File: config.mk
export PLATFORM = sky130hd
export DESIGN_NAME = fractal_scheduler
export DESIGN_NICKNAME = d
export VERILOG_FILES = /design/src/rtl/fractal_scheduler.sv
export SDC_FILE = /design/constraint.sdc
export NUM_CORES = 1
export LEC_CHECK = 0
export ABC_AREA = 1
export BUFFER_PORTS_ARGS = -buffer_cell sky130_fd_sc_hd__buf_2
export CORE_MARGIN = 1
export CORE_UTILIZATION = 35
export CTS_CLUSTER_DIAMETER = 120
export DETAILED_ROUTE_END_ITERATION = 10
export HOLD_SLACK_MARGIN = 0.03
export PLACE_DENSITY = 0.62
export SLEW_MARGIN = 25
export SYNTH_ARGS = -nofsm -noshare
export SYNTH_HDL_FRONTEND = slang
export SYNTH_SLANG_ARGS = --single-unit
export TNS_END_PERCENT = 5
File: constraint.sdc
create_clock -name Clk_100M -period 8.01 [get_ports Clk_100M]
set_clock_uncertainty 0.2 [all_clocks]
set_input_delay 1.602 -clock Clk_100M [delete_from_list [all_inputs] [get_ports Clk_100M]]
set_output_delay 1.602 -clock Clk_100M [all_outputs]
set_load 0.02 [all_outputs]
File: src/rtl/fractal_scheduler.sv
// Mandelbrot frame sequencer: raster-walks the view window, issues pixels
// to the divergence pipeline and turns returning results into frame writes.
module fractal_scheduler #(
  parameter int H_RES      = 640,
  parameter int V_RES      = 480,
  parameter int ISSUE_DIV  = 6,
  parameter int PIPE_DEPTH = 62,
  parameter int ADDR_W     = 19
) (
  input  logic              Clk_100M,
  input  logic              reset,
  input  logic              start,
  input  logic [15:0]       cfg_startX,
  input  logic [15:0]       cfg_startY,
  input  logic [15:0]       cfg_stepX,
  input  logic [15:0]       cfg_stepY,
  input  logic [7:0]        div_in,
  output logic [15:0]       pix_x,
  output logic [15:0]       pix_y,
  output logic              pix_valid,
  output logic [ADDR_W-1:0] wr_addr,
  output logic [6:0]        wr_data,
  output logic              wr_en,
  output logic              busy,
  output logic              done
);

  localparam int DW = (ISSUE_DIV > 1) ? $clog2(ISSUE_DIV) : 1;
  localparam int CW = (H_RES > 1) ? $clog2(H_RES) : 1;
  localparam int RW = (V_RES > 1) ? $clog2(V_RES) : 1;

  localparam logic [DW-1:0]   DIV_MAX = DW'(ISSUE_DIV - 1);
  localparam logic [CW-1:0]   COL_MAX = CW'(H_RES - 1);
  localparam logic [RW-1:0]   ROW_MAX = RW'(V_RES - 1);
  localparam logic [ADDR_W:0] NPIX    = (ADDR_W + 1)'(H_RES * V_RES);

  typedef enum logic [1:0] {
    S_IDLE,
    S_ISSUE,
    S_DRAIN,
    S_DONE
  } state_t;

  state_t r_state;
  state_t w_next;

  logic [15:0]         r_sx;
  logic [15:0]         r_stx;
  logic [15:0]         r_sty;
  logic [15:0]         r_xacc;
  logic [15:0]         r_yacc;
  logic [CW-1:0]       r_col;
  logic [RW-1:0]       r_row;
  logic [DW-1:0]       r_div;
  logic [ADDR_W:0]     r_wcnt;
  logic [PIPE_DEPTH-1:0] r_vsr;

  logic w_accept;
  logic w_issue;
  logic w_last;
  logic w_tail;

  assign w_accept = (r_state == S_IDLE) && start;
  assign w_issue  = (r_state == S_ISSUE) && (r_div == DIV_MAX);
  assign w_last   = w_issue && (r_col == COL_MAX) && (r_row == ROW_MAX);
  assign w_tail   = r_vsr[PIPE_DEPTH-1];

  always_ff @(posedge Clk_100M or posedge reset) begin
    if (reset) begin
      r_state <= S_IDLE;
    end else begin
      r_state <= w_next;
    end
  end

  always_comb begin
    w_next = r_state;
    unique case (r_state)
      S_IDLE:  if (start) w_next = S_ISSUE;
      S_ISSUE: if (w_last) w_next = S_DRAIN;
      S_DRAIN: if (r_wcnt == NPIX) w_next = S_DONE;
      S_DONE:  w_next = S_IDLE;
      default: w_next = S_IDLE;
    endcase
  end

  always_ff @(posedge Clk_100M or posedge reset) begin
    if (reset) begin
      r_sx      <= '0;
      r_stx     <= '0;
      r_sty     <= '0;
      r_xacc    <= '0;
      r_yacc    <= '0;
      r_col     <= '0;
      r_row     <= '0;
      r_div     <= '0;
      r_wcnt    <= '0;
      r_vsr     <= '0;
      pix_x     <= '0;
      pix_y     <= '0;
      pix_valid <= 1'b0;
      wr_addr   <= '0;
      wr_data   <= '0;
      wr_en     <= 1'b0;
      busy      <= 1'b0;
      done      <= 1'b0;
    end else begin
      pix_valid <= 1'b0;
      wr_en     <= 1'b0;
      busy      <= (w_next != S_IDLE);
      done      <= (w_next == S_DONE);
      r_vsr     <= (r_vsr << 1) | PIPE_DEPTH'(pix_valid);

      if (w_accept) begin
        r_sx   <= cfg_startX;
        r_stx  <= cfg_stepX;
        r_sty  <= cfg_stepY;
        r_xacc <= cfg_startX;
        r_yacc <= cfg_startY;
        r_col  <= '0;
        r_row  <= '0;
        r_div  <= '0;
      end else if (r_state == S_ISSUE) begin
        r_div <= (r_div == DIV_MAX) ? '0 : r_div + 1'b1;
        if (w_issue) begin
          pix_x     <= r_xacc;
          pix_y     <= r_yacc;
          pix_valid <= 1'b1;
          // End of row: rewind x to the window origin, step y down a row
          if (r_col == COL_MAX) begin
            r_col  <= '0;
            r_xacc <= r_sx;
            r_row  <= r_row + 1'b1;
            r_yacc <= r_yacc + r_sty;
          end else begin
            r_col  <= r_col + 1'b1;
            r_xacc <= r_xacc + r_stx;
          end
        end
      end

      if (w_accept) begin
        r_wcnt <= '0;
      end else if (w_tail) begin
        wr_en   <= 1'b1;
        wr_addr <= r_wcnt[ADDR_W-1:0];
        wr_data <= div_in[7] ? 7'h7f : div_in[6:0];
        r_wcnt  <= r_wcnt + 1'b1;
      end
    end
  end

endmodule

* Word level (Yosys, flattened, before mapping)
Index checks and enable logic that the tools add are counted.
** Operators by class
- Add/sub/neg operators :: 6
- Multipliers :: 0
- Div/mod/pow operators :: 0
- Magnitude comparators :: 0
- Equal/unequal tests :: 8
- Shift-type cells :: 0
- Multiplexer cells :: 31
- Bitwise logic cells :: 2
- Reduce and logical (&&, ||, !) cells :: 14
** Operators by type and width (number)
- 16-bit two-way mux :: 8
- 62-bit by 1-bit OR with 62-bit output :: 1
- 10-bit two-way mux :: 4
- 20-bit two-way mux :: 2
- 9-bit two-way mux :: 4
- 16-bit adder :: 2
- 20-bit by 1-bit adder with 20-bit output (second input constant) :: 1
- 20-bit by 19-bit == test with 1-bit output (second input constant) :: 1
- 10-bit by 1-bit adder with 10-bit output (second input constant) :: 1
- 10-bit == test (second input constant) :: 1
- 2-bit nonzero test :: 5
- 9-bit by 1-bit adder with 9-bit output (second input constant) :: 1
- 9-bit == test (second input constant) :: 1
- 3-bit two-way mux :: 3
- 2-bit case mux with 4 select lines :: 1
- 7-bit two-way mux :: 1
- 2-bit == test (second input constant) :: 3
- 2-bit two-way mux :: 3
- 3-bit AND reduction :: 2
- 1-bit two-way mux :: 5
- 1-bit logical AND :: 4
- 2-bit AND reduction :: 2
- 3-bit by 1-bit adder with 3-bit output (second input constant) :: 1
- 3-bit == test (second input constant) :: 1
- 3 further kinds :: 3
** Word-level totals
- Register bits :: 248
- Bits in latches :: 0
- RAM bits :: 0
- Bits in read-only memories :: 0
- Input port bits :: 75
- Output and inout port bits :: 62
- Memories kept :: 0

* Depth between registers and ports, before layout
- Depth in word-level cells :: 7
- Mapped depth :: 12

* Least setup slack after synthesis
No wires, ideal clock.
- Path kind :: input port to flip-flop
- From :: input start
- To :: register wr_addr[1]
- Setup time :: 133 ps
- Arrival :: 2396 ps
- Required time :: 7677 ps
- Path slack :: 5281 ps
- Cell stages on the path :: 6
- Buffers on the path :: 1
- Cells stage by stage :: nand3_2 -> inv_2 -> nor2_1 -> inv_2 -> clkbuf_1 -> o21ai_0
** Between the ends
- Longest elaborated chain between the ends :: 3
** RTL lines
- start: declaration :: line 12 : input logic start,
- 1-bit logical AND :: line 63 : assign w_accept = (r_state == S_IDLE) && start;
- 1-bit inverter (no source line)
- 2-bit AND reduction (no source line)
- end signal: assignment :: line 146 : wr_addr <= r_wcnt[ADDR_W-1:0];
- end: declaration :: line 21 : output logic [ADDR_W-1:0] wr_addr,
Every way passes these cells.
A chain may end at the register's enable or synchronous reset.

* Worst setup path in the final report
- From :: input start
- To :: register r_yacc[3]
** Between the ends
- Longest elaborated chain between the ends :: 3
- Elaborated cells between the ends (all ways) :: 6
- Classes of those cells :: mux (1); reduce/logical (5)
** RTL lines
- 1-bit logical AND * :: line 63
- 2-bit nonzero test (no source line)
- 3-bit AND reduction (no source line)
- end signal: assignment :: line 119 : r_yacc <= cfg_startY;
- end signal: assignment :: line 134 : r_yacc <= r_yacc + r_sty;
- end: declaration :: line 51 : logic [15:0] r_yacc;
Mark *: on every way between the ends. The rest lies on a longest branch, timed or not.

==> reports/results.ini <==
[run_status]
status = finished, final reports clean

[floorplanning]
coreArea_mm2 = 0.0320
initial_core_util = 0.360
io_pins = 137
die_w_um = 183
rows = 65
die_h_um = 183
dieArea_mm2 = 0.0336

[synthesis]
synth.distinct_cells = 46
syn_avg_cell_area_um2 = 8.40
ys.flop_type = dfrtp_1
synth_nets = 1480
syn_area_mm2 = 0.0115
ys_seq_elements = 248
seq_area_frac_synth = 0.540
yosys_warnings = 0
async_flop_share = 1.00
synth_edf_count = 0
postSynthCellCount = 1369

[placement]
io_buffers = 136
gp_congestion = 0.864
place_area_mm2 = 0.0126
dp_hpwl_um = 18500
placed_cells = 1904

[timing]
report.final.setup_viol = 0
fin_crit_sh = 0.466
tightestPinTransition_ns = 0.845
fmax_ghz = 0.268
final_max_slew_viol_count = 0
fin_crit_ns = 3.73
max_slew_margin = 0.437
fin_tns_setup_ns = 0
hold-worst-slack_ns = 0.145
hold_violations = 0
rsz0062_at_grt = false

[setup_path]
path_buf_inv = 4
slowest_delay_ns = 0.63
critPathMaxFanout = 71
arrival_ns = 3.99
path_class = input port to flop
crit_family = buffers and inverters
crit_path_end_kind = flop
crit_slowest_cell = buf_4
crit_chain = buf_2 -> nand3_4 -> inv_2 -> buf_4 -> o21ai_4 -> inv_4 -> o21ai_0 -> o21ai_0
cp_common_cell = o21ai_0
startpoint_type = input port
required_ns = 8.27

[routing]
drt-pass1-iter-count = 5
ant_nets = 0
wl_um = 27000
routed_via_density = 4.75
drcViolationCount = 0
wire_per_inst_um = 13.8
drtIter0Drc = 459
vias = 9289

[cts]
clk_latency_ns = 0.54
clockBufferDepth = 3
cts_setup_buffers = 0
numClockSinks = 248
cts.root.buffer_cell = clkbuf_16
numCtsBuffers = 28
cts-htree-levels = 1
cts_resized = 0
cts_tree = built
cts_hold_buffers = 0
clk_pin_slew_ns = 0.06

[power_and_ir_drop]
seqPwrFrac = 0.475
irDropWorstVdd_mv = 0.198
p_int_mw = 2.10
p_per_area_mw_per_mm2 = 195
p_sw_frac = 0.205
p_leak_nw = 7.18
p_comb_frac = 0.019
switchingPower_uw = 541
clockPowerShare = 0.505

[cells_and_area]
fillers = 3193
finalNetCount = 1610
stdcell_area_mm2 = 0.0136
antennaDiodeCount = 0
stdcell_count = 1954
syn2layout_area_growth_pct = 17.9
drive_gt1_frac = 0.145

[hold_path]
hold_path_class = flop to flop

[global_route]
grt_pass1_vias = 9293
grt_pass1_wl_um = 46300
antenna_found_initial = 0
grt_max_degree = 118
track_usage = 0.168
overflow = 0

[run]
max_cap_viol_count = 0

final timing paths:
check	from	endpoint	slack (ns)	cells after the start
setup / recovery	start	r_yacc[3]	4.28	8
hold / removal	r_vsr[60]	r_vsr[61]	0.15	0
setup reg to reg	r_state[1]	r_yacc[3]	4.87	9
hold reg to reg	r_vsr[60]	r_vsr[61]	0.15	0
max in group asynchronous	reset	pix_y[5]	4.92	4
min in group asynchronous	reset	wr_addr[8]	0.97	2
cells in the mapped netlist (5+ instances only):
master,count,share of area
a21oi_1,52,0.023
a31oi_1,5,0.0027
buf_1,7,0.0023
buf_2,17,0.0074
clkbuf_1,10,0.0033
dfrtp_1,248,0.54
ha_1,34,0.037
inv_1,117,0.038
inv_2,8,0.0026
nand2_1,527,0.17
nand3_1,64,0.028
nand3b_1,5,0.0033
nand4_1,28,0.015
nor2_1,79,0.026
nor3_1,19,0.0083
nor4_1,5,0.0027
o21ai_0,66,0.029
o21ai_1,8,0.0035
or2_2,6,0.0033
xnor2_1,5,0.0038
xor2_1,8,0.0061
logic make-up after synthesis:
group / after synthesis / synth area share
fa+ha+maj: 36 / 0.0405
compound gates: 151 / 0.0725
xor+xnor: 13 / 0.00990
buf+inv: 167 / 0.0602
simple gates: 754 / 0.277
flops: 248 / 0.540
worst reg2reg max path: cells and delay by family (launching register included):
| family | cells | cell delay [ns] |
|---|---|---|
| DFF | 1 | 0.39 |
| AOI/OAI and AO/OA | 3 | 0.55 |
| buffers and inverters | 3 | 0.95 |
| and+or+nand+nor | 3 | 0.97 |
registers in the layout (all words and copies together), names as in the netlist:
| signal | count |
|---|---|
| wr_addr | 19 |
| wr_en | 1 |
| pix_x | 16 |
| r_col | 10 |
| r_yacc | 16 |
| pix_y | 16 |
| r_xacc | 16 |
| r_wcnt | 20 |
| r_sty | 16 |
| r_sx | 16 |
| r_stx | 16 |
| pix_valid | 1 |
| r_vsr | 62 |
| r_row | 9 |
| busy | 1 |
| done | 1 |
| r_state | 2 |
| r_div | 3 |
| wr_data | 7 |
area by class of cell:
class	instances	area [µm²]	area share
clock buffer	43	857	0.0633
clock inverter	7	128	0.00942
tap	435	544	0.0402
sequential	248	6210	0.458
multi-input combinational	954	4610	0.340
inverter	126	479	0.0354
timing repair buffer	141	731	0.0539
layout by cell type (no fill, tap or decap), types with 4 or more instances in the layout:
master	netlist	final
o21ai_0	66	66
nor2_1	79	79
a31oi_1	5	5
nor4_1	5	5
buf_2	17	136
nor3_1	19	19
o21ai_1	8	8
nand4_1	28	28
ha_1	34	34
o21a_1	4	4
clkbuf_1	10	5
dfrtp_1	248	248
clkbuf_8	0	10
a21oi_1	52	52
buf_4	3	4
and2_1	4	4
xor2_1	8	8
or2_2	6	6
clkbuf_16	0	28
inv_2	8	8
nand3b_1	5	5
inv_1	117	116
xnor2_1	5	5
nand2_1	527	527
nand3_1	64	64
power groups by stage:
stage               Sequential (mW)  Combinational (mW)  Clock [mW]
floorplan                      1.28              0.0197           0
global placement               1.28              0.0532           0
detailed placement             1.28              0.0533           0
CTS                            1.26              0.0535        1.37
global route                   1.25              0.0590        1.42
finish                         1.26              0.0508        1.34
metrics by stage:
stage | power [mW] | utilization | worst slack [ns]
floorplan | 1.30 | - | 2.95
global placement | 1.33 | 0.393 | 3.75
detailed placement | 1.33 | 0.393 | 3.66
CTS | 2.68 | 0.424 | 4.23
global route | 2.74 | 0.424 | 3.94
finish | 2.64 | 0.424 | 4.28
layer usage:
metal | vias to the layer above | wire length (µm) | global-route usage
met3 | 38 | 1150 | 0.0226
met2 | 240 | 12300 | 0.279
met1 | 4361 | 13000 | 0.232
met5 | - | 0 | 0
met4 | 0 | 528 | 0.0377
li1 | 4650 | - | -
No activity file was read; power rests on OpenSTA's default activity.
